--- src/rtl/mem_access.sv ---
// Memory-access stage: one dcache request per load/store,
// load alignment/extension, bus-fault and timeout reporting.

package mem_access_pkg;

  typedef enum logic [2:0] {
    UNIT_NONE,
    UNIT_ALU,
    UNIT_BRANCH,
    UNIT_MUL,
    UNIT_CSR,
    UNIT_MEM,
    UNIT_AMO
  } unit_t;

  typedef enum logic [1:0] {
    SIZE_B = 2'd0,
    SIZE_H = 2'd1,
    SIZE_W = 2'd2
  } op_size_t;

  localparam logic [3:0] CAUSE_LOAD_FAULT  = 4'd5;
  localparam logic [3:0] CAUSE_STORE_FAULT = 4'd7;

  typedef struct packed {
    logic        valid;
    logic [3:0]  cause;
    logic [31:0] tval;
  } except_t;

  typedef struct packed {
    logic        valid;
    logic [31:0] pc;
    unit_t       unit;
    logic        mem_wr;
    op_size_t    op_size;
    logic        op_unsigned;
    logic [4:0]  rd;
    except_t     except;
  } issued_instr_t;

  function automatic except_t except_fault(
    input logic [3:0]  cause,
    input logic [31:0] addr
  );
    except_t e;
    e.valid = 1'b1;
    e.cause = cause;
    e.tval  = addr;
    return e;
  endfunction

  function automatic issued_instr_t compose_issued_instr(
    input issued_instr_t ins,
    input except_t       e
  );
    issued_instr_t r;
    r        = ins;
    r.except = e;
    return r;
  endfunction

endpackage

`define EXCEPT_LOAD_FAULT(a) \
  mem_access_pkg::except_fault(mem_access_pkg::CAUSE_LOAD_FAULT, (a))
`define EXCEPT_STORE_FAULT(a) \
  mem_access_pkg::except_fault(mem_access_pkg::CAUSE_STORE_FAULT, (a))

module mem_access
  import mem_access_pkg::*;
#(
  parameter int unsigned TIMEOUT_CYCLES = 256
) (
  input  logic          i_clk,
  input  logic          i_rst_n,
  input  logic          i_flush,
  input  logic          i_stall,
  input  issued_instr_t i_instr,
  input  logic [31:0]   i_data,
  input  logic [31:0]   i_data_rs2,
  output logic          o_stall,
  output issued_instr_t o_instr,
  output logic [31:0]   o_data,
  output logic          o_req_valid,
  output logic          o_req_wr,
  output logic [31:0]   o_req_addr,
  output logic [3:0]    o_req_mask,
  output logic [31:0]   o_req_wdata,
  input  logic          i_req_ready,
  input  logic          i_resp_valid,
  input  logic          i_resp_fault,
  input  logic [31:0]   i_resp_data
);

  localparam int unsigned CW =
    (TIMEOUT_CYCLES > 1) ? $clog2(TIMEOUT_CYCLES) : 1;
  localparam logic [CW-1:0] CNT_LAST = CW'(TIMEOUT_CYCLES - 1);

  typedef enum logic [1:0] {
    S_IDLE,
    S_REQ,
    S_RESP,
    S_DRAIN
  } state_t;

  function automatic logic [3:0] f_mask(
    input op_size_t   s,
    input logic [1:0] off
  );
    case (s)
      SIZE_B:  return 4'b0001 << off;
      SIZE_H:  return 4'b0011 << off;
      default: return 4'b1111 << off;
    endcase
  endfunction

  function automatic logic [31:0] f_wdata(
    input op_size_t    s,
    input logic [31:0] d
  );
    case (s)
      SIZE_B:  return {4{d[7:0]}};
      SIZE_H:  return {2{d[15:0]}};
      default: return d;
    endcase
  endfunction

  function automatic logic [31:0] f_load(
    input op_size_t    s,
    input logic        uns,
    input logic [1:0]  off,
    input logic [31:0] d
  );
    logic [31:0] w;
    w = d >> {off, 3'b000};
    case (s)
      SIZE_B:
        return uns ? {24'b0, w[7:0]}
                   : {{24{w[7]}}, w[7:0]};
      SIZE_H:
        return uns ? {16'b0, w[15:0]}
                   : {{16{w[15]}}, w[15:0]};
      default: return w;
    endcase
  endfunction

  state_t        r_state;
  state_t        w_state_nxt;
  logic [CW-1:0] r_cnt;

  issued_instr_t r_instr;
  logic [31:0]   r_addr;
  logic [31:0]   r_wdata;
  logic [3:0]    r_mask;
  logic          r_wr;

  logic          r_gate;
  logic          r_pend;
  issued_instr_t r_pend_instr;
  logic [31:0]   r_pend_data;
  issued_instr_t r_out_instr;
  logic [31:0]   r_out_data;

  logic          w_is_mem;
  logic          w_elig;
  logic          w_hs;
  logic          w_tmo;
  logic          w_fin;
  logic          w_fault;
  issued_instr_t w_res_instr;
  logic [31:0]   w_res_data;
  logic          w_out_we;
  issued_instr_t w_nxt_instr;
  logic [31:0]   w_nxt_data;

  assign w_is_mem = i_instr.valid
                  & (i_instr.unit == UNIT_MEM)
                  & ~i_instr.except.valid;

  // A held instruction whose result is pending is already consumed.
  assign w_elig = (r_state == S_IDLE) & w_is_mem
                & ~i_stall & ~i_flush
                & ~r_gate & ~r_pend;

  assign w_hs  = o_req_valid & i_req_ready;

  assign w_tmo = (r_state == S_RESP) & ~i_resp_valid
               & (r_cnt == CNT_LAST);

  assign w_fin = (r_state == S_RESP)
               & (i_resp_valid | w_tmo) & ~i_flush;

  assign w_fault = w_tmo | i_resp_fault;

  assign o_stall = i_stall
                 | ((w_elig | (r_state != S_IDLE))
                    & ~w_fin & ~r_pend);

  assign o_instr = r_out_instr;
  assign o_data  = r_out_data;

  // State register.
  always_ff @(posedge i_clk) begin
    if (!i_rst_n) r_state <= S_IDLE;
    else          r_state <= w_state_nxt;
  end

  // Next-state logic.
  always_comb begin
    w_state_nxt = r_state;
    case (r_state)
      S_IDLE:
        if (w_elig)
          w_state_nxt = i_req_ready ? S_RESP : S_REQ;
      S_REQ:
        if (i_flush)          w_state_nxt = S_IDLE;
        else if (i_req_ready) w_state_nxt = S_RESP;
      S_RESP:
        if (i_flush)           w_state_nxt = S_DRAIN;
        else if (i_resp_valid) w_state_nxt = S_IDLE;
        else if (w_tmo)        w_state_nxt = S_DRAIN;
      S_DRAIN:
        if (i_resp_valid && !i_flush)
          w_state_nxt = S_IDLE;
      default: w_state_nxt = S_IDLE;
    endcase
  end

  // Request outputs: live from execute on arrival, then held copy.
  always_comb begin
    o_req_valid = 1'b0;
    o_req_wr    = 1'b0;
    o_req_addr  = '0;
    o_req_mask  = '0;
    o_req_wdata = '0;
    if (w_elig) begin
      o_req_valid = 1'b1;
      o_req_wr    = i_instr.mem_wr;
      o_req_addr  = {i_data[31:2], 2'b00};
      o_req_mask  = f_mask(i_instr.op_size, i_data[1:0]);
      o_req_wdata = f_wdata(i_instr.op_size, i_data_rs2);
    end else if (r_state == S_REQ && !i_flush) begin
      o_req_valid = 1'b1;
      o_req_wr    = r_wr;
      o_req_addr  = {r_addr[31:2], 2'b00};
      o_req_mask  = r_mask;
      o_req_wdata = r_wdata;
    end
  end

  // Response timeout counter.
  always_ff @(posedge i_clk) begin
    if (!i_rst_n)
      r_cnt <= '0;
    else if (w_hs)
      r_cnt <= '0;
    else if (r_state == S_RESP && !i_resp_valid && !w_tmo)
      r_cnt <= r_cnt + 1'b1;
  end

  // Completed access: aligned load data or a fault.
  always_comb begin
    w_res_instr = r_instr;
    w_res_data  = '0;
    if (w_fault)
      w_res_instr = compose_issued_instr(
        r_instr,
        r_wr ? `EXCEPT_STORE_FAULT(r_addr)
             : `EXCEPT_LOAD_FAULT(r_addr));
    else if (!r_wr)
      w_res_data = f_load(r_instr.op_size,
                          r_instr.op_unsigned,
                          r_addr[1:0], i_resp_data);
  end

  // Select what leaves the stage this cycle.
  always_comb begin
    w_out_we    = ~i_stall;
    w_nxt_instr = '0;
    w_nxt_data  = '0;
    if (r_pend) begin
      w_nxt_instr = r_pend_instr;
      w_nxt_data  = r_pend_data;
    end else if (w_fin) begin
      w_nxt_instr = w_res_instr;
      w_nxt_data  = w_res_data;
    end else if (r_state == S_IDLE && !w_elig) begin
      w_nxt_instr = i_instr;
      w_nxt_data  = i_data;
      if (r_gate) w_nxt_instr.valid = 1'b0;
    end
  end

  // Request capture, output registers, pending result, gating.
  always_ff @(posedge i_clk) begin
    if (!i_rst_n) begin
      r_instr      <= '0;
      r_addr       <= '0;
      r_wdata      <= '0;
      r_mask       <= '0;
      r_wr         <= 1'b0;
      r_gate       <= 1'b0;
      r_pend       <= 1'b0;
      r_pend_instr <= '0;
      r_pend_data  <= '0;
      r_out_instr  <= '0;
      r_out_data   <= '0;
    end else begin
      if (w_elig) begin
        r_instr <= i_instr;
        r_addr  <= i_data;
        r_mask  <= f_mask(i_instr.op_size, i_data[1:0]);
        r_wdata <= f_wdata(i_instr.op_size, i_data_rs2);
        r_wr    <= i_instr.mem_wr;
      end
      if (i_flush) begin
        r_out_instr <= '0;
        r_out_data  <= '0;
        r_gate      <= 1'b0;
        r_pend      <= 1'b0;
      end else if (w_out_we) begin
        r_out_instr <= w_nxt_instr;
        r_out_data  <= w_nxt_data;
        r_pend      <= 1'b0;
        if (w_nxt_instr.valid && w_nxt_instr.except.valid)
          r_gate <= 1'b1;
      end else if (w_fin) begin
        r_pend       <= 1'b1;
        r_pend_instr <= w_res_instr;
        r_pend_data  <= w_res_data;
      end
    end
  end

endmodule

--- config.mk ---
export PLATFORM = sky130hd
export DESIGN_NAME = mem_access
export DESIGN_NICKNAME = d
export VERILOG_FILES = /design/src/rtl/mem_access.sv
export SDC_FILE = /design/constraint.sdc
export NUM_CORES = 1
export LEC_CHECK = 0
export ABC_AREA = 1
export ABC_CLOCK_PERIOD_IN_PS = 2300
export BUFFER_PORTS_ARGS = -buffer_cell sky130_fd_sc_hd__buf_2
export CAP_MARGIN = 15
export CORE_MARGIN = 3
export CORE_UTILIZATION = 35
export DETAILED_ROUTE_END_ITERATION = 8
export GPL_TIMING_DRIVEN = 0
export SETUP_SLACK_MARGIN = 0.05
export SYNTH_ARGS = -nofsm -noshare
export SYNTH_HDL_FRONTEND = slang
export SYNTH_SLANG_ARGS = --single-unit
export TNS_END_PERCENT = 30
--- constraint.sdc ---
create_clock -name i_clk -period 2.3 [get_ports i_clk]
set_input_delay 0.46 -clock i_clk [delete_from_list [all_inputs] [get_ports i_clk]]
set_output_delay 0.46 -clock i_clk [all_outputs]
set_load 0.05 [all_outputs]
== Yosys cells after proc, flatten, opt, wreduce, memory -nomap -nowiden ==
Index checks and enable logic that the tools add are counted.

* Latch bits: 0
* Bits in read-only memories: 0
* Bits in writable memories: 0
* Memories: 0
* Bits in registers: 390
* Input port bits: 185
* Output and inout bits: 185
* Logic and storage cells: 136

* Shift-type cells: 4
* Multiplexer cells: 35
* Bitwise logic cells: 26
* Multipliers: 0
* Add/subtract/negate cells: 1
* Reductions and logical operators: 20
* Magnitude comparators: 0
* Equal/unequal tests: 11
* Div/mod/pow operators: 0

{| class="wikitable"
|+ Operator list
! operator !! count
|-
| $mux 32 || 11
|-
| $mux 82 || 3
|-
| $pmux 32 s2 || 2
|-
| $mux 37 || 1
|-
| $mux 34 || 1
|-
| $shr 32x5->32 || 1
|-
| $mux 2 || 8
|-
| $and 1x1->1 || 14
|-
| $add 8x1->8 const B || 1
|-
| $eq 8x8->1 const B || 1
|-
| $mux 4 || 2
|-
| $not 1->1 || 8
|-
| $pmux 2 s4 || 1
|-
| $pmux 4 s2 || 1
|-
| $eq 2x1->1 const B || 3
|-
| $logic_and 1x1->1 || 6
|-
| $logic_not 2->1 || 3
|-
| $mux 1 || 5
|-
| $eq 2x2->1 const B || 2
|-
| $logic_not 1->1 || 4
|-
| $ne 2x2->1 const B || 2
|-
| $ne 4x4->1 const B || 1
|-
| $or 1x1->1 || 4
|-
| $reduce_and 4->1 || 1
|-
| other kinds (10) || 11
|}

== Depth between registers and ports, before layout ==
Gate-level depths: netlist (run 1).

* Depth in word-level cells: 15
* Depth in mapped cells: 15
* Gate-level depth less buffers: 14

== Worst setup path after synthesis (run 1) ==
OpenSTA, ideal clock, no wires.

* Path kind: register -> output
* From: reg r_pend
* To: out o_req_addr[10]
* Path buffers: 4
* Arrival: 2.321 ns
* Required time: 1.840 ns
* Cell stages (with the launch flop): 11
* Path slack: -0.481 ns
* Cells stage by stage: dfxtp_1 buf_2 nor2_1 nand2_1 nor2_2 nand2_2 buf_6 buf_4 buf_2 nand2_1 o21ai_0

* Word-level cells in the longest chain between the ends: 3

{| class="wikitable"
|+ RTL lines
! element !! line !! source
|-
| start: declaration || 159 || <nowiki>logic r_pend;</nowiki>
|-
| start signal: assignment || 304 || <nowiki>r_pend <= 1'b0;</nowiki>
|-
| start signal: assignment || 321 || <nowiki>r_pend <= 1'b0;</nowiki>
|-
| start signal: assignment || 325 || <nowiki>r_pend <= 1'b0;</nowiki>
|-
| $not 1->1 || 184 || <nowiki>& ~r_gate & ~r_pend;</nowiki>
|-
| $and 1x1->1 || 184 ||
|-
| $mux 32 || 237 || <nowiki>if (w_elig) begin</nowiki>
|-
| end: declaration || 87 || <nowiki>output logic [31:0] o_req_addr,</nowiki>
|}

No other way between the ends.

== Final worst setup path (run 1) ==
* From: reg r_pend
* To: out o_req_wdata[21]

* Word-level cells in the longest chain between the ends: 3

{| class="wikitable"
|+ RTL lines
! element !! line !! source
|-
| $not 1->1 || 184 ||
|-
| $and 1x1->1 || 184 ||
|-
| $mux 32 || 237 ||
|-
| end: declaration || 89 || <nowiki>output logic [31:0] o_req_wdata,</nowiki>
|}

No other way between the ends.

==> flow_summary.ini, run 1 <==
[sta]
fin_crit_ps = 2740
fin_skew_ps = 11.0
grt_setup_unrepaired = true
drv_slew = 0
fmax_mhz = 365
maxSlewHeadroom_pct = 33.5
setup_viol = 69
final-hold-violation-count = 0
min_period_over_period_pct = 119
setup_ws_ps = -436
worstMarginPinSlew_ps = 998

[critical_path]
worstReg2RegStart = r_pend
path_class = flop to output pin
slowest_stage = dfxtp_2
max_stage_delay_ps = 350
cp-start-kind = flop
cp.buffers_inverters = 3
crit_path_frequent_cell = nor2_4
critical_path_required_ps = 1840
path_max_fanout = 5
crit_family = simple AND/OR/NAND/NOR gates
crit_chain = nor2_4, nand2_2, nor2_4, nand2_4, buf_12, buf_6, nor2_4, o22ai_2, o21ai_1, buf_6
reg2reg_depth = 8
critPathArrivalTime_ps = 2280
reg2reg_setup_slack_ps = 180
endpoint_kind = output pin
worstReg2RegEnd = o_instr[39]

[power_and_ir_drop]
p_per_area_nw_per_um2 = 787
peakVddDrop_mv = 0.430
total_leakage_power_nw = 10.1

[clocking]
cts_tree = yes
cts_root_buf = clkbuf_16
htree_num_levels = 2
cts_num_sinks = 390
cts_buffers = 43
clock_latency_ps = 580
cts_hold_buf = 0
clk_pin_slew_ps = 60
clock_path_buffers = 3

[synth]
ys_seq_elements = 390
syn_avg_cell_area_um2 = 7.00
seq_area_frac_synth_pct = 44.2
syn_area_um2 = 17700
syn-instance-count = 2523
synth_cell_type_count = 43
synth.largest_area_cell = dfxtp_1
yosysTopAreaCellShare_pct = 44.2
ys_warn_count = 0
synthTopCellsByArea = dfxtp_1, nand2_1, o21ai_0, a21oi_1, nor2_1

[layout]
nets = 3154
fin_cells = 3673
stdcell_area_um2 = 23400
area_delta_synth_final_pct = 32.6
drive_above_1_share_pct = 24.3
layout_common_cells = nand2_1, dfxtp_1, buf_2, a21oi_1, nor2_1
layout_commonest_cell = nand2_1

[place]
hpwlAfterDp_mm = 57.9
gp_congestion = 0.927
port_buffers = 366
dp_slack_ps = -810
placed_cells = 3554
place_area_um2 = 20400

[floorplan]
dieArea_um2 = 53200
coreArea_um2 = 49400
rows = 81
die_y_um = 231
start_util_pct = 35.8
ios = 370
die_w_um = 231

[min_path]
holdPathEnd = o_instr[67]
min_path_cells = 3
hp-class = input port to flop
min_from = i_instr[67]

[routing]
drt_pass1_iterations = 6
wl_per_cell_um = 21.0
drc = 0
routed_wl_mm = 77.2
num_vias = 19600
vias_per_cell = 5.33
drtIter0Drc = 1874
ant_nets = 0

[global_routing]
antenna_found_initial = 13
overflow = 0
grt_max_degree = 14
track_usage_pct = 28.0
grt_pass1_vias = 18700
grt_pass1_wl_mm = 114

[run]
cap_violations = 0

[status]
status = finished with violations
violations = setup timing
## worst max-delay path by stage
stage / startpoint / to / slack (ps) / cells after the start
after floorplan: r_pend / o_req_addr[2] / -100 / 10
after global placement: i_instr[81] / o_req_addr[4] / -830 / 9
after detailed placement: i_instr[81] / o_req_addr[4] / -810 / 9
after CTS: r_pend / o_req_wdata[21] / -450 / 11
after global routing: r_pend / o_req_wdata[21] / -490 / 10
final: r_pend / o_req_wdata[21] / -440 / 10
## state kept, by name, summed over array words and instances, names as in the netlist
register	flops
r_pend_instr	82
r_addr	32
r_mask	4
o_data	32
r_state	2
o_instr	82
r_wr	1
r_cnt	8
r_instr	81
r_pend	1
r_gate	1
r_wdata	32
r_pend_data	32
## area by class of cell
cell class	count	area (um^2)
inverters	176	677
flip-flops and latches	390	7820
well taps	664	831
repair buffers	400	2630
diodes	9	22.5
clock inverters	15	156
fillers	5101	25900
clock buffers	62	1250
plain buffers	185	1140
multi-input cells	1772	8880
## per-stage QoR
step	power (mW)	TNS, ps	hold WS [ps]	utilization (%)
final	18.4	-19750	131	47.4
after global routing	19.1	-24830	135	47.4
after CTS	18.4	-23890	107	46.9
after detailed placement	11.2	-45210	440	41.3
after global placement	11.2	-43610	435	41.3
after floorplan	9.86	-3150	425	-
## repair_timing
| action | in CTS | in global routing |
|---|---|---|
| pin swaps | 19 | 13 |
| resized for setup | 308 | 70 |
| gates cloned | 5 | 0 |
| setup buffers | 20 | 10 |
| setup endpoints to repair | 69 | 240 |
## tightest hold or removal path, stage by stage
cell     delay (ps)
buf_2            90
a21oi_1          60
nor2_1           70
## kinds of logic (layout without fill, tap and decap cells)
kind of cell / after synthesis / after routing / share of synthesized area [%]
adders and majority gates: 1 / 1 / 0.0709
and+or+nand+nor: 1013 / 1014 / 23.5
AOI/OAI and AO/OA: 751 / 751 / 23.0
other: 1 / 11 / 0.0212
buffers and inverters: 363 / 838 / 9.00
xor gates and xnor gates: 4 / 4 / 0.198
DFF: 390 / 390 / 44.2
## routing by layer
metal	vias up	wire, um	part of all wire [%]	GRT usage, %
met5	-	56	0.073	0
met4	8	2540	3.3	9.31
met3	138	6560	8.5	6.40
met2	854	35300	46	45.1
met1	9297	32800	42	37.0
li1	9266	-	-	-
## power breakdown
| group | internal, mW | switching [mW] |
|---|---|---|
| registers | 7.05 | 0.169 |
| logic | 1.25 | 2.94 |
| clock network | 4.10 | 2.93 |
| total | 12.4 | 6.03 |
## cell usage after synthesis, drive strengths merged
master,count
buf,80
nand3,93
a21oi,299
nor2,291
xor2,3
o21ai,304
clkinv,2
nand4,3
o21bai,1
nor3,13
or2,4
ha,1
o22ai,8
nor3b,8
o21a,2
dfxtp,390
inv,174
a211oi,1
a31oi,54
xnor2,1
a22oi,12
nand2,601
o211ai,69
clkbuf,107
conb,1
o2111ai,1
No activity file was read; power rests on OpenSTA's default activity.
==> run 2, diff against run 1 <==
PLACE_DENSITY = 0.56   (was unset)
==> run 2 against run 1 <==
Against the previous run: the flow still finishes with violations (setup timing); worst hold slack worse by 6.8 ps; wire length increased by 2.4%; flip-flop and latch count unchanged; maximum frequency grew 1.1%; sequential share of layout area down 0.51 points; sequential power barely moved; global-route usage grew 0.60 points; first-iteration DRC count decreased by 19%; clock skew up 2.9 ps; critical path type unchanged.
==> flow_summary.ini, run 2 (synthesis results as in run 1) <==
[status]
status = finished with violations
violations = setup timing

[clocking]
htree_num_levels = 2
cts_num_sinks = 390
clk_pin_slew_ps = 60
cts_tree = yes
clock_latency_ps = 590
cts_hold_buf = 0
clock_path_buffers = 3
cts_buffers = 46
cts_root_buf = clkbuf_16

[floorplan]
dieArea_um2 = 53200
die_y_um = 231
die_w_um = 231
start_util_pct = 35.8
coreArea_um2 = 49400
ios = 370
rows = 81

[sta]
worstMarginPinSlew_ps = 982
drv_slew = 0
fin_crit_ps = 2710
min_period_over_period_pct = 118
setup_viol = 69
fmax_mhz = 369
maxSlewHeadroom_pct = 34.6
fin_skew_ps = 13.9
fin_setup_tns_ps = -20220
setup_ws_ps = -406
grt_setup_unrepaired = true
final-hold-violation-count = 0

[min_path]
min_path_cells = 3
holdPathEnd = o_instr[63]
hp-class = input port to flop
min_from = i_instr[63]

[critical_path]
critical_path_required_ps = 1840
crit_chain = nor2_4, nand2_2, nor2_2, nand2_2, buf_8, buf_12, buf_8, nand2_1, o21ai_2, buf_6
reg2reg_depth = 11
worstReg2RegEnd = r_pend_instr[37]
critPathArrivalTime_ps = 2250
slowest_stage = dfxtp_4
reg2reg_setup_slack_ps = 170
worstReg2RegStart = r_cnt[1]
path_class = flop to output pin
cp-start-kind = flop
endpoint_kind = output pin
max_stage_delay_ps = 370
path_max_fanout = 9

[place]
placed_cells = 3554
gp_congestion = 0.942
port_buffers = 366
hpwlAfterDp_mm = 58.6

[run]
cap_violations = 0

[routing]
routed_wl_mm = 79.1
num_vias = 19600
vias_per_cell = 5.33
wl_per_cell_um = 21.5
drtIter0Drc = 1525
ant_nets = 0
drt_pass1_iterations = 6
drc = 0

[layout]
layout_commonest_cell = nand2_1
post-route-util_pct = 48.2
layout_common_cells = nand2_1, dfxtp_1, buf_2, a21oi_1, nor2_1
drive_above_1_share_pct = 24.8
fin_cells = 3674
nets = 3155
area_delta_synth_final_pct = 34.6

[global_routing]
overflow = 0
grt_max_degree = 13
antenna_found_initial = 15
track_usage_pct = 28.6
grt_pass1_vias = 18700
grt_pass1_wl_mm = 116

[power_and_ir_drop]
peakVddDrop_mv = 0.413
p_total_mw = 19.1
p_per_area_nw_per_um2 = 802
total_leakage_power_nw = 10.2
[run 2: cell types whose count changed in the layout (fill, tap and decap cells not counted), sizes merged]
cell,previous run,this run
clkinv,13,9
inv,173,172
diode,9,7
nor2,292,291
buf,482,476
clkbuf,165,180
[run 2: report_power, final]
group          switching, mW  internal (mW)
clock                   3.06           4.47
combinational           3.04           1.29
sequential             0.166           7.05
[run 2: final cells by class]
cell class / instances / area [um^2]
well taps: 664 / 831
multi-input cells: 1771 / 9080
clock buffers: 72 / 1390
fillers: 5006 / 25600
flip-flops and latches: 390 / 7820
clock inverters: 10 / 139
repair buffers: 398 / 2670
diodes: 7 / 17.5
inverters: 176 / 674
plain buffers: 186 / 1150
[run 2: timing repair]
item | 4_1_cts | 5_1_grt
gates resized for setup | 332 | 81
cloned | 4 | 2
pin swaps | 14 | 13
endpoints found under the setup margin | 70 | 179
buffers inserted | 14 | 12
[run 2: routing by layer]
metal	wire length, um	up-vias	track usage [%]
li1	-	9265	-
met1	33200	9332	37.1
met2	36200	813	46.2
met3	6450	161	6.50
met4	3090	16	11.1
met5	100	-	0
[run 2: critical path, delay by kind of cell (launching register included)]
kind	cells	cell delay, ps
simple gates	5	320
flops	1	370
compound gates	1	230
buf+inv	4	700
[run 2: per-stage QoR]
stage	worst slack, ps	hold WS (ps)	area [um^2]
floorplan	-103	425	17700
global placement	-872	435	20400
detailed placement	-833	443	20400
CTS	-450	109	23300
global route	-490	139	23800
finish	-406	124	23800
[run 2: worst max-delay path by stage]
| stage | from | to | slack (ps) | cells past startpoint |
|---|---|---|---|---|
| global route | r_state[1] | o_req_mask[2] | -490 | 11 |
| finish | r_state[1] | o_req_addr[26] | -410 | 10 |
| detailed placement | i_instr[36] | o_req_addr[3] | -830 | 10 |
| floorplan | r_pend | o_req_addr[2] | -100 | 10 |
| CTS | r_pend | o_req_wdata[16] | -450 | 12 |
| global placement | i_instr[36] | o_req_addr[3] | -870 | 10 |
==> run 3, diff against run 2 <==
CORE_UTILIZATION = 40   (was 35)
PLACE_DENSITY = 0.62   (was 0.56)
==> run 3 against run 2 <==
Against the previous run: the run still ends with setup timing left; non-clock buffer count down 13; first-iteration DRC count up 15%; flip-flop and latch count unchanged; maximum frequency up 1.1%; cell area down 1.9%; die area down 12%; clock skew up 5.8 ps; sequential share of layout area up 0.64 points; critical path type unchanged; largest cell class unchanged.
==> flow_summary.ini, run 3 (synthesis results as in run 1) <==
[clocking]
cts_root_buf = clkbuf_16
htree_num_levels = 2
cts_buffers = 44
clock_path_buffers = 3
cts_tree = yes
cts_hold_buf = 0
clk_pin_slew_ps = 60
cts_num_sinks = 390
clock_latency_ps = 580

[floorplan]
dieArea_um2 = 46700
die_y_um = 216
ios = 370
start_util_pct = 40.7
coreArea_um2 = 43400
rows = 76
die_w_um = 216

[global_routing]
grt_max_degree = 13
track_usage_pct = 30.9
overflow = 0
grt_pass1_vias = 18600
antenna_found_initial = 12
grt_pass1_wl_mm = 112

[layout]
nets = 3141
area_delta_synth_final_pct = 32.1
multi_input_area_um2 = 8970
layout_common_cells = nand2_1, dfxtp_1, buf_2, a21oi_1, nor2_1
layout_commonest_cell = nand2_1
fin_cells = 3583
regArea_um2 = 7820
fill_cells = 4281
drive_above_1_share_pct = 24.3

[sta]
setup_ws_ps = -376
grt_setup_unrepaired = true
fin_skew_ps = 19.7
fin_crit_ps = 2680
final-hold-violation-count = 0
drv_slew = 0
worstMarginPinSlew_ps = 980
maxSlewHeadroom_pct = 34.7
setup_viol = 69
fmax_mhz = 374
min_period_over_period_pct = 116

[power_and_ir_drop]
p_per_area_nw_per_um2 = 805
peakVddDrop_mv = 0.524
total_leakage_power_nw = 10.1

[critical_path]
path_max_fanout = 8
critPathArrivalTime_ps = 2220
path_class = flop to output pin
critical_path_required_ps = 1840
cp-start-kind = flop
crit_path_frequent_cell = nor2_4
max_stage_delay_ps = 360
endpoint_kind = output pin
slowest_stage = dfxtp_4
crit_chain = nor2_4, nand2_2, nor2_4, nand2_4, buf_12, nor2_4, o22ai_2, o21ai_2, buf_6

[routing]
drt_pass1_iterations = 6
drc = 0
num_vias = 19600
wl_per_cell_um = 21.0
routed_wl_mm = 75.4
vias_per_cell = 5.46
ant_nets = 0
drtIter0Drc = 1753

[status]
violations = setup timing
status = finished with violations

[min_path]
hp-class = input port to flop

[place]
hpwlAfterDp_mm = 56.1
dp_slack_ps = -876
gp_congestion = 0.956
placed_cells = 3475
port_buffers = 366

[run]
cap_violations = 0
==> run 3: changes by cell type in the layout (fill, tap and decap cells not counted), moves of 3 or more <==
cell | before | now
o22ai_4 | 8 | 0
o22ai_2 | 0 | 7
buf_6 | 89 | 83
nand2_2 | 35 | 40
nand2_4 | 20 | 15
nand3_2 | 7 | 3
buf_16 | 4 | 1
nand3_1 | 85 | 88
==> run 3: path summary, 6_finish.rpt <==
path | start | endpoint | slack, ps | cells past startpoint
setup / recovery | r_pend | o_req_wdata[22] | -380 | 9
setup reg to reg | r_state[0] | o_instr[27] | 150 | 13
hold / removal | i_instr[67] | o_instr[67] | 130 | 3
hold reg to reg | r_instr[31] | r_instr[31] | 450 | 2
==> run 3: repair_timing <==
action	CTS	global route
setup endpoints to repair	69	148
setup buffers	9	7
resized for setup	267	118
pin swaps	17	23
gates cloned	2	2
==> run 3: report_power, final <==
group / leakage, nW / internal [mW] / switching [mW]
Clock: 0.750 / 4.42 / 2.95
Sequential: 3.16 / 7.05 / 0.164
Combinational: 6.18 / 1.24 / 2.96
Total: 10.1 / 12.7 / 6.08
==> run 3: final cells by class <==
cell class	instances	share of cell area, %
multi-input combinational	1772	38.4
sequential	390	33.5
timing repair buffer	385	10.6
clock buffer	70	5.88
buffer	186	4.84
tap	585	3.14
inverter	176	2.91
clock inverter	11	0.606
antenna	8	0.0858
==> run 3: routing by layer <==
metal	track usage [%]	routed length, um	vias to the layer above	share of wire [%]
li1	-	-	9223	-
met1	41.0	31000	9303	41
met2	49.0	34500	891	46
met3	6.10	6620	156	8.8
met4	13.7	3370	2	4.5
met5	0	13	-	0.017
==> run 3: critical path: cells and delay by family (launching register included) <==
family                 cells  cell delay (ps)
AO/OA/AOI/OAI              2              290
buffers and inverters      2              350
flip-flops                 1              360
AND/OR/NAND/NOR            5              630
==> run 3: through the flow <==
step	util (%)	area [um^2]	hold slack [ps]	power [mW]	TNS [ps]
floorplan	-	17700	425	9.86	-3150
global placement	46.8	20300	435	11.1	-42410
detailed placement	46.8	20300	442	11.2	-46050
CTS	52.6	22800	106	18.7	-22390
global route	53.8	23300	133	19.5	-23570
finish	53.8	23300	131	18.8	-18820
